==> config.mk <==
export PLATFORM = sky130hd
export DESIGN_NAME = mem_bus_arbiter
export DESIGN_NICKNAME = d
export VERILOG_FILES = /design/src/rtl/mem_bus_arbiter.sv
export SDC_FILE = /design/constraint.sdc
export NUM_CORES = 1
export LEC_CHECK = 0
export CAP_MARGIN = 5
export CELL_PAD_IN_SITES_DETAIL_PLACEMENT = 2
export CELL_PAD_IN_SITES_GLOBAL_PLACEMENT = 2
export CORE_MARGIN = 3
export CORE_UTILIZATION = 28
export CTS_BUF_LIST = sky130_fd_sc_hd__clkbuf_8
export CTS_CLUSTER_DIAMETER = 150
export DETAILED_ROUTE_END_ITERATION = 10
export PLACE_DENSITY = 0.84
export SETUP_SLACK_MARGIN = 0.3
export SYNTH_ARGS = -nofsm -noshare
export SYNTH_HDL_FRONTEND = slang
export SYNTH_SLANG_ARGS = --single-unit
==> constraint.sdc <==
create_clock -name clk -period 4.02 [get_ports clk]
set_clock_uncertainty 0.05 [all_clocks]
set_input_delay 0.603 -clock clk [delete_from_list [all_inputs] [get_ports clk]]
set_output_delay 0.603 -clock clk [all_outputs]
set_load 0.05 [all_outputs]
==> src/rtl/mem_bus_arbiter.sv <==
// rtl/mem_bus_arbiter.sv - fetch/data bus arbiter with wait states and timeout abort
// Optional MEM_ARB_ROUND_ROBIN_EN alternates grants on contention; default is data-over-fetch priority.
module mem_bus_arbiter #(
  parameter int ADDR_WIDTH  = 32,
  parameter int DATA_WIDTH  = 32,
  parameter int WAIT_STATES = 1,
  parameter int TIMEOUT     = 15
) (
  input  logic                  clk,
  input  logic                  rst_n,
  input  logic                  if_req,
  input  logic [ADDR_WIDTH-1:0] if_addr,
  output logic [DATA_WIDTH-1:0] if_rdata,
  output logic                  if_ack,
  input  logic                  d_req,
  input  logic                  d_we,
  input  logic [ADDR_WIDTH-1:0] d_addr,
  input  logic [DATA_WIDTH-1:0] d_wdata,
  output logic [DATA_WIDTH-1:0] d_rdata,
  output logic                  d_ack,
  output logic [ADDR_WIDTH-1:0] bus_addr,
  output logic [DATA_WIDTH-1:0] bus_wdata,
  output logic                  bus_read,
  output logic                  bus_write,
  input  logic [DATA_WIDTH-1:0] bus_rdata,
  input  logic                  bus_ready,
  output logic                  bus_err
);

  typedef enum logic [1:0] {IDLE, ACCESS, ACK} state_t;

  state_t                state, state_nx;
  logic [3:0]            wait_cnt, wait_nx;
  logic [7:0]            to_cnt, to_nx;
  logic                  grant_d, grant_d_nx;
  logic                  pick_d;
  logic [ADDR_WIDTH-1:0] addr_nx;
  logic [DATA_WIDTH-1:0] wdata_nx, if_rdata_nx, d_rdata_nx;
  logic                  read_nx, write_nx, if_ack_nx, d_ack_nx, err_nx;
`ifdef MEM_ARB_ROUND_ROBIN_EN
  logic                  last_grant, last_nx;  // 0 = fetch, 1 = data

  assign pick_d = d_req && (!if_req || !last_grant);
`else
  assign pick_d = d_req;
`endif

  always_ff @(posedge clk or negedge rst_n) begin
    if (!rst_n) begin
      state     <= IDLE;
      wait_cnt  <= '0;
      to_cnt    <= '0;
      grant_d   <= 1'b0;
      bus_addr  <= '0;
      bus_wdata <= '0;
      bus_read  <= 1'b0;
      bus_write <= 1'b0;
      if_rdata  <= '0;
      d_rdata   <= '0;
      if_ack    <= 1'b0;
      d_ack     <= 1'b0;
      bus_err   <= 1'b0;
`ifdef MEM_ARB_ROUND_ROBIN_EN
      last_grant <= 1'b0;
`endif
    end else begin
      state     <= state_nx;
      wait_cnt  <= wait_nx;
      to_cnt    <= to_nx;
      grant_d   <= grant_d_nx;
      bus_addr  <= addr_nx;
      bus_wdata <= wdata_nx;
      bus_read  <= read_nx;
      bus_write <= write_nx;
      if_rdata  <= if_rdata_nx;
      d_rdata   <= d_rdata_nx;
      if_ack    <= if_ack_nx;
      d_ack     <= d_ack_nx;
      bus_err   <= err_nx;
`ifdef MEM_ARB_ROUND_ROBIN_EN
      last_grant <= last_nx;
`endif
    end
  end

  always_comb begin
    state_nx    = state;
    wait_nx     = wait_cnt;
    to_nx       = to_cnt;
    grant_d_nx  = grant_d;
    addr_nx     = bus_addr;
    wdata_nx    = bus_wdata;
    read_nx     = bus_read;
    write_nx    = bus_write;
    if_rdata_nx = if_rdata;
    d_rdata_nx  = d_rdata;
    if_ack_nx   = 1'b0;
    d_ack_nx    = 1'b0;
    err_nx      = 1'b0;
`ifdef MEM_ARB_ROUND_ROBIN_EN
    last_nx     = last_grant;
`endif
    case (state)
      IDLE: begin
        if (if_req || d_req) begin
          state_nx   = ACCESS;
          grant_d_nx = pick_d;
          addr_nx    = pick_d ? d_addr : if_addr;
          wdata_nx   = pick_d ? d_wdata : '0;
          read_nx    = !(pick_d && d_we);
          write_nx   = pick_d && d_we;
          wait_nx    = 4'(WAIT_STATES);
          to_nx      = 8'(TIMEOUT);
`ifdef MEM_ARB_ROUND_ROBIN_EN
          last_nx    = pick_d;
`endif
        end
      end
      ACCESS: begin
        if (wait_cnt != 4'd0) begin
          wait_nx = wait_cnt - 4'd1;
        end else if (bus_ready || (to_cnt == 8'd0)) begin
          // Completion and timeout abort share one exit; a late ready still wins.
          state_nx = ACK;
          read_nx  = 1'b0;
          write_nx = 1'b0;
          err_nx   = !bus_ready;
          if (grant_d) begin
            d_ack_nx   = 1'b1;
            d_rdata_nx = (bus_ready && !bus_write) ? bus_rdata : '0;
          end else begin
            if_ack_nx   = 1'b1;
            if_rdata_nx = bus_ready ? bus_rdata : '0;
          end
        end else begin
          to_nx = to_cnt - 8'd1;
        end
      end
      ACK:     state_nx = IDLE;
      default: state_nx = IDLE;
    endcase
  end

endmodule

==> results <==
- The run finished with clean final reports.
- The critical path buffer and inverter count is 2.
- The die is about 150 um tall.
- Of the post-synthesis cell area, the dominant cell type holds 0.598.
- The number of global-route vias before repair is ~6100.
- The longest individual stage delay on the worst path is 0.50 ns.
- For this run, the number of Yosys warnings is 0.
- Counting flops with a built-in enable in the synthesized netlist gives 0.
- The average instance area after synthesis is around 12 um^2.
- The overall global routing resource usage is 0.188.
- The tool flagged a number of max-cap violations equal to 0.
- The I/O pin total is roughly 270.
- The first routing iteration left about 150 violations.
- Walking the worst path, the cells encountered are inv_1 -> ha_1 -> nor3b_2 -> nand2_1 -> nor3b_2 -> buf_4 -> mux2i_1.
- The least setup slack across all paths after layout is 1.59 ns.
- The worst register-to-register path has a depth of 7.
- After clock tree synthesis, the repair step resized 0 gates.
- The number of buffers added to fix hold violations after cts is 0.
- For this configuration, the core starts out at a cell density of 0.290.
- The via density per instance is between 4 and 5.
- In this run the worst path has a maximum fanout of 33.
- The final-report max-slew violation count is 0.
- Once placement completed, the tool counted placed cells totaling approximately 1000.
- For the worst-skew pair, the clock arrives at the later sink with an insertion delay of 0.44 ns.
- The clock tree buffer depth is 2.
- Global routing finished with a remaining overflow of 0.
- The largest net degree at the start of global routing is slightly below 100.
- The clock net sink count is 148.
- The slowest stage of the critical path belongs to the cell buf_4.
- In this run the tool buffered the top-level ports with between 200 and 300 buffer cells.
- The min-delay analysis places its worst path in the category in -> async.
- The CTS tree is built.
- The H-tree depth is 4.
- The number of core rows is 53.
- By area the synthesized netlist is led by dfrtp_1, mux2i_1, a22o_1.
- For this design the ratio of total power to cell area is approximately 920 nW/um^2.
- For this run, the register share of the synthesized area comes to 0.598.
- Summing all flip-flop and latch instances after layout gives 3700 um^2.
- Summed over all nets, the half-perimeter wirelength after detailed placement is about 17 mm.
- At the pin with the least slew margin, the transition time is between 0.9 and 1 ns.
- The final estimated routing congestion in global placement is 0.793.
- The synthesized instance count is between 500 and 600.
- The critical path capture point type is a flip-flop.
- In the final routed layout, each cell accounts on average for 20.7 um.
- For this run, design rule violations remaining after detail routing come to 0.
- Setup repair after global routing left no endpoint under its margin.
- The count of nets left with antenna violations once routing finished came out at 0.
- Leaving out filler cells and counting taps, the final layout contains about 1100.
- The startpoint of the worst register-to-register path is wait_cnt[0].
- The worst pin sits at a relative slew slack of 0.390.
- The core area is between 20000 and 25000 um^2.
- The detailed-route via count is between 5000 and 6000.
- Across all hold checks on the routed design, the worst slack comes to ~0.21 ns.
- The final hold violation count is 0.
- The most critical setup path has its startpoint at wait_cnt[0].
- At the worst endpoint, the required time is between 4 and 5 ns.
- Synthesis produced a netlist with a net count of 670.
- The maximum resistive drop on vdd is 313 uV.
- After layout, the minimum clock period comes to between 2 and 2.5 ns.
- Relative to the synthesized area, the layout overhead comes to 53.7%.
- Counting stages on the worst path, the most repeated cell is nor3b_2.
- For this run, the leading register cell type out of synthesis is dfrtp_1.
- The biggest area contributor in the post-synthesis netlist is dfrtp_1.
- The upper clock frequency limit is 0.411 GHz.
- The post-placement worst setup slack is approximately 1.4 ns.
- The critical path in this run is classified as reg -> reg.
- The synthesized netlist occupies a cell area of 6190 um^2.
- The total detailed-routing wirelength is around 22 mm.
- The total iterations of the first detailed-routing run is 4.
- Dividing the final minimum period by the clock period gives 0.605.
- 0 antenna diodes ended up in the layout.
- In the final layout, the share of cells above drive strength 1 is 0.0660.
- The category of the worst setup path launch point is a flip-flop.
- Summed over all failing endpoints, the final setup total negative slack is 0 ns.
- In the final design database the tool counted between 900 and 1000 nets.
- The number of antenna violations at the first check in global routing is 2.
- The first global-routing pass estimated approximately 35 mm of wire.
- In this run, synthesis produced a sequential element count of 148.
- STA puts the critical path data arrival time at around 2.7 ns.
- After synthesis, the share of flip-flops with an asynchronous set or reset is 1.00.
- Summing all multi-input logic gate instances after layout gives 2160 um^2.
- Grouping stages by cell kind, the critical path spends the most delay in simple AND/OR/NAND/NOR gates.
- The number of different library cells used by synthesis comes to 41.
- The final-layout fill cell count is about 2100.
- The clock-pin slew of the registers on the worst-case setup and hold paths is 0.09 ns.
- The x dimension of the die is 155 um.
- The overall die area is between 20000 and 25000 um^2.
- The final setup violation count is 0.
- The reported leakage power is around 4.2 nW.
- In this run the post-CTS setup repair buffer count came out at 0.
- Counting the buffers created by CTS gives 17.
- The critical path depth in cells is 7.
- The tree is rooted in a clkbuf_8.
[final cells by class]
cell class,instances,area share
well taps,275,0.0362
multi-input cells,305,0.227
flip-flops and latches,148,0.389
clock buffers,18,0.0260
inverters,42,0.0166
clock inverters,14,0.0175
repair buffers,276,0.287
[stage by stage]
step           power, W  utilization  cell area [um^2]
2_1_floorplan   0.00565            -              6190
3_3_place_gp    0.00736        0.426              9100
3_5_place_dp    0.00758        0.426              9100
4_1_cts         0.00885        0.446              9510
5_1_grt         0.00922        0.446              9510
6_report        0.00873        0.446              9510
[where the power goes]
part / switching, W / total (W) / internal, W
Clock: 0.000638 / 0.00123 / 0.000588
Sequential: 0.000437 / 0.00258 / 0.00214
Combinational: 0.00328 / 0.00493 / 0.00165
Total: 0.00435 / 0.00873 / 0.00438
[layout by cell type, fill, tap and decap left out, types with 2 or more instances in the layout]
master | Yosys | final
ha_1 | 4 | 4
a22o_1 | 65 | 65
inv_1 | 42 | 42
dfrtp_1 | 148 | 148
o21ai_0 | 35 | 34
or4_1 | 3 | 3
nand3_1 | 5 | 5
o211ai_1 | 2 | 2
o22ai_1 | 2 | 2
or3b_2 | 2 | 2
a31oi_1 | 6 | 6
clkdlybuf4s50_1 | 0 | 264
clkinv_4 | 0 | 5
xor2_1 | 2 | 2
clkbuf_8 | 0 | 18
a21oi_1 | 5 | 5
nor3_1 | 6 | 5
nor3b_2 | 1 | 2
bufinv_16 | 0 | 2
a21o_1 | 2 | 2
nor4_1 | 2 | 2
nand2_1 | 71 | 71
buf_4 | 3 | 10
inv_6 | 0 | 5
nor2_1 | 13 | 12
mux2i_1 | 64 | 64
[logic make-up after synthesis]
logic type / Yosys count / share of synthesized area
AOI/OAI and AO/OA: 126 / 0.151
xor gates and xnor gates: 2 / 0.00283
adders and majority gates: 4 / 0.00809
buffers and inverters: 79 / 0.0564
DFF: 148 / 0.598
muxes: 64 / 0.104
and+or+nand+nor: 109 / 0.0795
[worst paths after layout]
check	slack (ns)	to
max	1.59	d_rdata[6]
min	0.21	d_rdata[23]
max reg2reg	1.59	d_rdata[6]
min reg2reg	0.45	bus_read
max in group asynchronous	2.73	bus_wdata[13]
min in group clk	0.45	bus_read
[cells in the mapped netlist (3+ instances only)]
master	count
mux2i_1	64
nand3_1	5
a31oi_1	6
or4_1	3
nor2_1	13
clkbuf_1	20
buf_2	8
nand2_1	71
o21ai_0	35
a21oi_1	5
a22o_1	65
buf_6	4
buf_4	3
inv_1	42
dfrtp_1	148
nor3_1	6
ha_1	4
[layer usage]
layer	vias to the layer above	global-route usage	routed length (um)
met4	4	0.0542	323
met3	27	0.0719	1960
met1	2628	0.217	9000
met5	-	0	27
met2	216	0.324	11000
li1	2376	-	-
[flip-flops by register name (all words and copies together), names as in the netlist]
register,flops
d_rdata,32
grant_d,1
bus_read,1
state,2
bus_addr,32
to_cnt,8
bus_wdata,32
if_ack,1
bus_err,1
wait_cnt,4
if_rdata,32
d_ack,1
bus_write,1
[worst reg2reg max path: cells and delay by family, from the launching register on]
| kind | cells | cell delay (ns) |
|---|---|---|
| simple gates | 3 | 0.76 |
| buf+inv | 2 | 0.60 |
| flops | 1 | 0.43 |
| mux | 1 | 0.33 |
| fa+ha+maj | 1 | 0.16 |
(Power assumes the default switching activity.)
